`src/rtl/mem_router.sv`:
```
// mem_router: registered memory-map router between the CPU memory port and
// the peripheral slaves.
//
// A request is latched while idle, its region decoded from the top address
// bits, and a one-hot select is held until the chosen slave reports ready.
// The response is a single-cycle o_ack carrying o_err/o_rdata. Unmapped
// accesses and accesses that exceed TIMEOUT ACCESS cycles complete with
// o_err=1 and o_rdata=0. Each faulting access updates o_err_address and the
// saturating o_err_count.
//
// Handshake: i_req is sampled only on an edge where o_busy=0. o_busy is high
// from the cycle after acceptance through the o_ack cycle. Requests presented
// while busy are dropped. A slave completes by raising its own
// i_slave_ready[r] while its o_sel[r] is high. Ready on any other slave line
// has no effect.
//
// Ports:
//   i_clk, i_rst           clock, synchronous active-high reset
//   i_req/i_we/i_address/i_wdata/i_be   master request
//   o_busy, o_ack, o_err, o_rdata       master status and response
//   o_sel, o_slave_*                    slave select and latched request
//   i_slave_ready, i_slave_rdata        per-slave completion and read data
//   o_err_address, o_err_count          fault capture
//   o_state                             FSM state (0 idle, 1 access, 2 resp)
module mem_router #(
  parameter int                    ADDR_W       = 32,
  parameter int                    DATA_W       = 32,
  parameter int                    N_REGIONS    = 8,
  parameter int                    REGION_SHIFT = 28,
  parameter logic [N_REGIONS-1:0]  REGION_MASK  = 8'hFF,
  parameter logic [ADDR_W-1:0]     BOOT_SIZE    = 32'h0000_2000,
  parameter int                    TIMEOUT      = 255
) (
  input  logic                        i_clk,
  input  logic                        i_rst,
  input  logic                        i_req,
  input  logic                        i_we,
  input  logic [ADDR_W-1:0]           i_address,
  input  logic [DATA_W-1:0]           i_wdata,
  input  logic [DATA_W/8-1:0]         i_be,
  output logic                        o_busy,
  output logic                        o_ack,
  output logic                        o_err,
  output logic [DATA_W-1:0]           o_rdata,
  output logic [N_REGIONS-1:0]        o_sel,
  output logic [ADDR_W-1:0]           o_slave_address,
  output logic [DATA_W-1:0]           o_slave_wdata,
  output logic                        o_slave_we,
  output logic [DATA_W/8-1:0]         o_slave_be,
  input  logic [N_REGIONS-1:0]        i_slave_ready,
  input  logic [N_REGIONS*DATA_W-1:0] i_slave_rdata,
  output logic [ADDR_W-1:0]           o_err_address,
  output logic [7:0]                  o_err_count,
  output logic [1:0]                  o_state
);

  localparam int RIDX_W = ADDR_W - REGION_SHIFT;
  // TIMEOUT=0 disables the timeout, but the counter still needs one bit.
  localparam int CNT_W = (TIMEOUT < 1) ? 1 : $clog2(TIMEOUT + 1);
  // The counter reads k-1 during the k-th ACCESS cycle, so the last allowed
  // cycle is the one where it holds TIMEOUT-1.
  localparam logic [CNT_W-1:0] CNT_LAST = (TIMEOUT < 1) ? '0 : CNT_W'(TIMEOUT - 1);

  typedef enum logic [1:0] {
    S_IDLE   = 2'd0,
    S_ACCESS = 2'd1,
    S_RESP   = 2'd2
  } state_t;

  state_t               state_q, state_d;
  logic [N_REGIONS-1:0] sel_q;
  logic [CNT_W-1:0]     tmo_cnt;

  logic [RIDX_W-1:0]    req_region;
  logic [N_REGIONS-1:0] req_sel;
  logic                 req_mapped;
  logic                 ready_hit;
  logic                 timeout_hit;
  logic [DATA_W-1:0]    slave_rdata_sel;

  // Region decode of the incoming address; region 0 (boot ROM) is further
  // limited to addresses below BOOT_SIZE.
  assign req_region = i_address[ADDR_W-1:REGION_SHIFT];

  always_comb begin
    req_sel = '0;
    for (int r = 0; r < N_REGIONS; r++) begin
      if ((req_region == RIDX_W'(r)) && REGION_MASK[r] &&
          ((r != 0) || (i_address < BOOT_SIZE))) begin
        req_sel[r] = 1'b1;
      end
    end
  end

  assign req_mapped = |req_sel;

  // Only the selected slave may complete the access.
  assign ready_hit   = |(i_slave_ready & sel_q);
  assign timeout_hit = (TIMEOUT != 0) && (tmo_cnt == CNT_LAST);

  always_comb begin
    slave_rdata_sel = '0;
    for (int r = 0; r < N_REGIONS; r++) begin
      if (sel_q[r]) begin
        slave_rdata_sel = slave_rdata_sel | i_slave_rdata[r*DATA_W +: DATA_W];
      end
    end
  end

  // Next-state logic and state-derived outputs.
  always_comb begin
    state_d = state_q;
    case (state_q)
      S_IDLE: begin
        if (i_req) begin
          state_d = req_mapped ? S_ACCESS : S_RESP;
        end
      end
      S_ACCESS: begin
        if (ready_hit || timeout_hit) begin
          state_d = S_RESP;
        end
      end
      S_RESP:  state_d = S_IDLE;
      default: state_d = S_IDLE;
    endcase
  end

  // The select is gated by the state so a reset or completion removes it on
  // the same edge that changes the state.
  assign o_busy  = (state_q != S_IDLE);
  assign o_ack   = (state_q == S_RESP);
  assign o_sel   = (state_q == S_ACCESS) ? sel_q : '0;
  assign o_state = state_q;

  always_ff @(posedge i_clk) begin
    if (i_rst) begin
      state_q         <= S_IDLE;
      sel_q           <= '0;
      tmo_cnt         <= '0;
      o_err           <= 1'b0;
      o_rdata         <= '0;
      o_slave_address <= '0;
      o_slave_wdata   <= '0;
      o_slave_we      <= 1'b0;
      o_slave_be      <= '0;
      o_err_address   <= '0;
      o_err_count     <= '0;
    end else begin
      state_q <= state_d;
      case (state_q)
        S_IDLE: begin
          if (i_req) begin
            o_slave_address <= i_address;
            o_slave_wdata   <= i_wdata;
            o_slave_we      <= i_we;
            o_slave_be      <= i_be;
            sel_q           <= req_sel;
            tmo_cnt         <= '0;
            if (!req_mapped) begin
              o_err         <= 1'b1;
              o_rdata       <= '0;
              o_err_address <= i_address;
              o_err_count   <= (o_err_count == 8'hFF) ? 8'hFF : o_err_count + 8'd1;
            end
          end
        end
        S_ACCESS: begin
          tmo_cnt <= tmo_cnt + CNT_W'(1);
          // Ready takes priority over a timeout in the same cycle.
          if (ready_hit) begin
            o_err   <= 1'b0;
            o_rdata <= o_slave_we ? '0 : slave_rdata_sel;
          end else if (timeout_hit) begin
            o_err         <= 1'b1;
            o_rdata       <= '0;
            o_err_address <= o_slave_address;
            o_err_count   <= (o_err_count == 8'hFF) ? 8'hFF : o_err_count + 8'd1;
          end
        end
        default: ;
      endcase
    end
  end

endmodule
```
`config.mk`:
```
export PLATFORM = sky130hd
export DESIGN_NAME = mem_router
export DESIGN_NICKNAME = d
export VERILOG_FILES = /design/src/rtl/mem_router.sv
export SDC_FILE = /design/constraint.sdc
export NUM_CORES = 1
export LEC_CHECK = 0
export CORE_AREA = 8 8 187 189
export DETAILED_ROUTE_END_ITERATION = 8
export DIE_AREA = 0 0 195 197
export PLACE_DENSITY = 0.57
export SLEW_MARGIN = 15
export SYNTH_ARGS = -nofsm -noshare
export SYNTH_HDL_FRONTEND = slang
export SYNTH_SLANG_ARGS = --single-unit
```
`constraint.sdc`:
```
create_clock -name i_clk -period 2.2 [get_ports i_clk]
set_input_delay 0.22 -clock i_clk [delete_from_list [all_inputs] [get_ports i_clk]]
set_output_delay 0.22 -clock i_clk [all_outputs]
set_load 0.01 [all_outputs]
```
==> impl_results.md, run 1 <==
- Clock Sinks: 160
- Compound-cell area share of the yosys netlist: between 30% and 40%
- Vias in the first global route: approximately 9.4k
- Reg power frac: 38.4%
- Sw Ratio: 30.5%
- Ports: slightly below 500
- Via count: 9,389
- Dpl hpwl: 35,900 um
- Layout cells sized above 1: around a tenth
- Cell Area, Synth: 0.00768 mm2
- Total global-route track usage: 22.8%
- Largest net degree at the start of global routing: 65
- Max-slew violation count: 0
- Die area: roughly 0.038 mm2
- Clk slew on worst S/H paths: 0.07 ns
- Remaining Overflow, GRT: 0
- Die X: between 150 and 200 um
- Largest family of logic cells by synthesized area: compound AO/OA/AOI/OAI gates
- Seq cells post-synth: between 150 and 200
- P_sw: about 2500 uW
- TritonCTS Buffers: 17
- Worst setup margin: 0.173 ns
- Leakage power: approximately 0.0050 uW
- Internal power: ~5800 uW
- Total wire length: 46,000 um
- Mux cell area share after synthesis: less than 1%
- Critical setup path kind: reg -> out
- Fin crit share: around 90%
- Fin Clk Skew: 0.0220 ns
- Worst Path Arrival: about 1.8 ns
- Post-synth EDFFs: 0
- Syn Inst Count: 933
- Yosys cell types: 45
- Die Y: 197 um
- Syn_nets: about 1.3k
- Initial Util: a little under a quarter
- Vias per inst: ~5.1
- Fmax: 493 MHz
- Wirelength per Cell: 25.1 um
- Sequential share of the synthesized area: about two fifths
- Post-route ant nets: 0
- Mean post-synth cell area: between 8 and 9 um2
- CP required: roughly 2.0 ns
- CTS tree: done
- Input/output buffers: 489
- Power Dens Cells: 598 mW/mm2
- Reg-to-Reg End: o_err_address[1]
- Worst setup EP type: output pin
- Setup TNS: 0 ns
- Core ar.: between 0.03 and 0.04 mm2
- Min-delay worst type: in -> reg
- Clk buf depth: 2
- Max H-tree Level: 4
- RSZ-0062 raised after global routing: no
- Core Rows: 66
- Setup WS pre-CTS: -0.136 ns
- Reg2reg start: sel_q[0]
- XOR/XNOR share of the synthesized area: 0%
- # setup viols final: 0
- Clock Power Share: between 30% and 40%
- Final Power: slightly above 8000 uW
- Placer congestion estimate: 0.950
- Crit. Startpoint: o_state[0]
- Startpoint Class: flip-flop
- Final Hold Viols: 0
- Initial DRC count: roughly 560
- YS warnings: 0
- Antenna violations before repair: 15
- Global-route wire length before repair: 65,400 um
- Max IR drop VDD: 0.491 mV
- Gate power share: between 20 and 25%
- Crit path max fanout: 5
- FFs w/ async S/R, synth: 0%
- Worst Tran Pin Value: approximately 0.76 ns
- Worst Hold Depth: 2
- Top_reg_cell synth: dfxtp_1
- Initial DRT Pass Iterations: 5
- Flop-to-flop setup slack: around 0.18 ns
- Post-Synth Adder-Cell Area: less than 1%
- Status: finished clean
- Skew-Pair Late Insertion Delay: between 0.4 and 0.5 ns
- Root Buffer: clkbuf_16
- Slew HR: between 40% and 50%
- Worst-case reg-to-reg path depth: 7
- MaxCap Viol Count: 0
- Worst Hold Launch: i_rst
- Simple-gate share of the synthesized area: 18.9%
- Layout area overhead: 80.7%
- Hold Path Sink: tmo_cnt[3]
- Fin nets: about 1.7k
- DRC Markers: 0
- Fill cell count: approximately 3.2k
- Min cycle time layout: between 2 and 2.5 ns
==> cell usage after synthesis (all sizes together), types with 3 or more instances <==
| library cell | number | area (um2) |
|---|---|---|
| nor3 | 9 | 45.0 |
| nor2b | 6 | 37.5 |
| dfxtp | 160 | 3200 |
| ha | 3 | 37.5 |
| and2 | 13 | 83.8 |
| a22o | 32 | 280 |
| nand2 | 221 | 830 |
| a22oi | 132 | 991 |
| nand3 | 13 | 65.1 |
| o21ai | 3 | 15.0 |
| a31oi | 4 | 25.0 |
| buf | 26 | 175 |
| and3 | 4 | 25.0 |
| nand4 | 37 | 231 |
| inv | 6 | 22.5 |
| a311oi | 33 | 452 |
| nor2 | 17 | 63.8 |
| a21oi | 119 | 599 |
| a211oi | 7 | 72.6 |
| clkbuf | 66 | 248 |
| nor4 | 4 | 25.0 |
==> logic make-up (layout without fill, tap and decap cells) <==
group | after synthesis | in the layout
AOI/OAI and AO/OA | 340 | 340
and+or+nand+nor | 330 | 330
DFF | 160 | 160
buffers and inverters | 98 | 585
adders and majority gates | 3 | 3
muxes | 2 | 2
other | 0 | 8
==> power groups by stage <==
stage          Combinational [uW]  Clock [uW]  Sequential, uW
2_1_floorplan                 653           0            3310
3_3_place_gp                 2030           0            3250
3_5_place_dp                 2040           0            3250
4_1_cts                      2050        3160            3180
5_1_grt                      2180        3290            3210
6_report                     2030        3080            3180
==> layout by cell type (no fill, tap or decap), types with 4 or more instances in the layout <==
| cell type | instances |
|---|---|
| clkbuf_16 | 17 |
| and2_1 | 11 |
| buf_4 | 46 |
| nand3_1 | 13 |
| a311oi_2 | 26 |
| a311oi_1 | 7 |
| inv_1 | 6 |
| dfxtp_1 | 154 |
| clkinv_8 | 5 |
| clkdlybuf4s50_1 | 480 |
| a22oi_1 | 132 |
| nor3_1 | 8 |
| a31oi_1 | 4 |
| nand2_1 | 220 |
| a211oi_2 | 4 |
| nor4_1 | 4 |
| a22o_1 | 32 |
| a21oi_1 | 118 |
| buf_12 | 8 |
| nor2b_1 | 5 |
| inv_8 | 4 |
| buf_6 | 5 |
| nor2_1 | 17 |
| dfxtp_2 | 6 |
| nand4_1 | 37 |
| dlygate4sd2_1 | 5 |
| diode_2 | 8 |
| and3_1 | 4 |
==> registers in the layout (all words and copies together), names as in the netlist <==
register / cells
o_err: 1
o_err_address: 32
o_err_count: 8
o_rdata: 32
o_slave_address: 32
o_slave_be: 4
o_slave_wdata: 32
o_slave_we: 1
o_state: 2
sel_q: 8
tmo_cnt: 8
==> area by class of cell <==
cell class                      count  area, um2  share of cell area [%]
Clock buffer                       17        425                    3.07
Multi-Input combinational cell    675       4060                    29.2
Antenna cell                        8       20.0                   0.144
Sequential cell                   160       3210                    23.1
Timing Repair Buffer              547       5450                    39.3
Inverter                            6       22.5                   0.162
Tap cell                          408        510                    3.68
Clock inverter                     15        186                    1.34
==> what timing repair did <==
action | 4_1_cts | 5_1_grt
setup endpoints to repair | 8 | 3
gates resized for setup | 11 | 3
hold buffers | 0 | 0
endpoints found under the hold margin | 0 | 0
setup buffers | 0 | 0
gates cloned | 0 | 0
==> worst max-delay path by stage <==
| stage | depth (start not counted) | slack (ns) | end |
|---|---|---|---|
| after floorplan | 9 | 0.37 | o_err_address[10] |
| after global placement | 8 | -0.09 | o_err_count[6] |
| after detailed placement | 8 | -0.14 | o_err_address[1] |
| after CTS | 3 | 0.02 | o_sel[6] |
| after global routing | 7 | 0.05 | o_err_address[4] |
| final | 5 | 0.17 | o_busy |
==> stage by stage <==
stage	instances	area [um2]	hold slack (ns)	util (%)
after global routing	1836	13900	0.195	43.3
after detailed placement	1796	13200	0.447	41.3
after global placement	1796	13200	0.441	41.3
after CTS	1828	13900	0.180	43.2
after floorplan	933	7680	0.356	-
final	1836	13900	0.194	43.3
==> worst max-delay path: stages (launching register included) <==
cell             delay, ns
dfxtp_2               0.35
buf_4                 0.15
buf_4                 0.15
nor2_1                0.17
inv_1                 0.07
clkdlybuf4s50_1       0.51
==> layer usage <==
layer	part of all wire, %	routed length [um]	global-route usage [%]	vias up
met5	0.061	28	0	-
met4	3.8	1730	9.52	4
met3	7.9	3620	7.25	69
met2	51	23600	41.0	419
met1	37	17100	24.4	4490
li1	-	-	-	4407
No activity file was read; power rests on OpenSTA's default activity.
==> inputs of run 2 (changes only) <==
--- a/config.mk
+++ b/config.mk
@@ -5,10 +5,11 @@
 export SDC_FILE = /design/constraint.sdc
 export NUM_CORES = 1
 export LEC_CHECK = 0
-export CORE_AREA = 8 8 187 189
+export CORE_AREA = 8 8 184 186
 export DETAILED_ROUTE_END_ITERATION = 8
-export DIE_AREA = 0 0 195 197
-export PLACE_DENSITY = 0.57
+export DIE_AREA = 0 0 192 194
+export PLACE_DENSITY = 0.59
+export REMOVE_ABC_BUFFERS = 1
 export SLEW_MARGIN = 15
 export SYNTH_ARGS = -nofsm -noshare
 export SYNTH_HDL_FRONTEND = slang
==> impl_results.md, run 2 (synthesis gave the netlist of run 1 again) <==
- Fin Clk Skew: 0.0159 ns
- Clk slew on worst S/H paths: approximately 0.08 ns
- Die Y: 194 um
- Ports: 490
- Antenna violations before repair: 17
- Crit. Startpoint: o_state[0]
- Reg-to-Reg End: o_err_count[6]
- Core Rows: 65
- Fin area: about 0.014 mm2
- Fill cell count: ~3.1k
- Worst Tran Pin Value: about 0.58 ns
- Min cycle time layout: between 2 and 2.5 ns
- Critical setup path kind: reg -> out
- Clk buf depth: 2
- Wirelength per Cell: about 24 um
- # setup viols final: 0
- Layout area overhead: 82.6%
- Vias per inst: between 5 and 6
- Initial DRC count: 640
- DRC Markers: 0
- Initial Util: approximately a quarter
- Power Dens Cells: between 600 and 700 mW/mm2
- Hold-fix buffer count after cts: 0
- CP required: ~2 ns
- Clock Sinks: between 150 and 200
- Placer congestion estimate: approximately 0.9
- Vias in the first global route: between 9k and 10k
- Worst setup margin: ~0.09 ns
- Largest net degree at the start of global routing: slightly above 80
- Total global-route track usage: ~22%
- Core ar.: between 0.03 and 0.04 mm2
- Placed cell area: 0.0133 mm2
- Fin nets: approximately 1.8k
- Fmax: ~470 MHz
- Status: finished clean
- Max-slew violation count: 0
- Die X: 192 um
- Via count: a little over 9k
- Initial DRT Pass Iterations: 5
- Max H-tree Level: 4
- Total wire length: 44,000 um
- Min-delay worst type: in -> reg
- Fin crit share: a little over nine tenths
- RSZ-0062 raised after global routing: no
- Crit path max fanout: 10
- Setup WS pre-CTS: -0.424 ns
- Post-CTS Setup Inserts: 0
- Die area: 0.0372 mm2
- Worst Path Arrival: 1.89 ns
- Slew HR: between 60 and 70%
- TritonCTS Buffers: 17
- Worst setup EP type: output pin
- Fin Hold WS: roughly 0.22 ns
- Dpl hpwl: ~34,000 um
- Commonest non-fill, non-tap cell in the layout: clkdlybuf4s50_1
- Layout cells sized above 1: about a tenth
- Worst-case reg-to-reg path depth: 6
- CTS tree: done
- Input/output buffers: between 400 and 500
- Skew-Pair Late Insertion Delay: between 0.4 and 0.5 ns
- Setup TNS: 0 ns
- Flop-to-flop setup slack: ~0.22 ns
- Remaining Overflow, GRT: 0
- MaxCap Viol Count: 0
- Post-route ant nets: 0
- Startpoint Class: flip-flop
- Max IR drop VDD: between 0.4 and 0.5 mV
- Leakage power: slightly above 0.005 uW
- Reg2reg start: tmo_cnt[3]
- Global-route wire length before repair: 63,400 um
- Most frequent cells in the layout: clkdlybuf4s50_1, nand2_1, dfxtp_1, a22oi_1, a21oi_1
- Final Hold Viols: 0
- Final Power: around 8400 uW
- Worst Setup EP: o_sel[4]
- Root Buffer: clkbuf_16
## run 2: changes by cell type in the layout (fill, tap and decap cells not counted), sizes merged
cell           change
clkdlybuf4s50      +4
inv                -1
diode              +4
dlygate4sd2        -5
bufinv             +1
buf                +9
dlymetal6s2s       +1
## run 2: routing by layer
layer  wire (um)  vias up  global-route usage (%)
met4        1560        4                    10.6
met5          23        -                       0
li1            -     4431                       -
met1       16200     4376                    24.2
met3        4720       68                    8.36
met2       21600      463                    38.4
## run 2: what timing repair did
item | in CTS | in global routing
endpoints found under the setup margin | 8 | 5
resized for setup | 2 | 6
pin swaps | 0 | 0
## run 2: how the worst min path moves through the flow
stage / start / end / depth (start not counted)
2_1_floorplan: i_rst / o_err_count[0] / 1
3_3_place_gp: o_slave_wdata[8] / o_slave_wdata[8] / 2
3_5_place_dp: o_slave_be[2] / o_slave_be[2] / 2
4_1_cts: i_rst / o_state[1] / 2
5_1_grt: i_rst / o_slave_address[27] / 2
6_report: i_rst / o_slave_address[12] / 2
## run 2: final cells by class
| cell class | instances | area [um2] | share of cell area, % |
|---|---|---|---|
| diodes | 12 | 30.0 | 0.214 |
| clock buffers | 17 | 425 | 3.03 |
| clock inverters | 15 | 215 | 1.53 |
| inverters | 6 | 22.5 | 0.161 |
| multi-input cells | 675 | 4060 | 29.0 |
| flip-flops and latches | 160 | 3220 | 22.9 |
| well taps | 402 | 503 | 3.59 |
| repair buffers | 556 | 5550 | 39.6 |
## run 2: where the power goes
group | internal [uW] | switching [uW] | leakage [uW] | total (uW)
sequential | 3070 | 128 | 0.00131 | 3200
clock | 1670 | 1540 | 0.000310 | 3220
combinational | 1150 | 872 | 0.00341 | 2020
## run 2: worst max-delay path: stages, from the launching register on
cell and delay, ns:
dfxtp_4 0.42, nor2b_4 0.18, buf_4 0.18, and2_1 0.13
clkdlybuf4s50_1 0.55
## run 2: stage by stage
stage	utilization [%]	instances
2_1_floorplan	-	841
3_3_place_gp	42.9	1799
3_5_place_dp	42.9	1799
4_1_cts	45.0	1831
5_1_grt	45.1	1843
6_report	45.1	1843
==> inputs of run 3 (changes only) <==
--- a/config.mk
+++ b/config.mk
@@ -6,6 +6,7 @@
 export NUM_CORES = 1
 export LEC_CHECK = 0
 export CORE_AREA = 8 8 184 186
+export CTS_CLUSTER_SIZE = 25
 export DETAILED_ROUTE_END_ITERATION = 8
 export DIE_AREA = 0 0 192 194
 export PLACE_DENSITY = 0.59
==> results of run 3 <==
Final layout, timing and power as in run 2 (identical DEF).
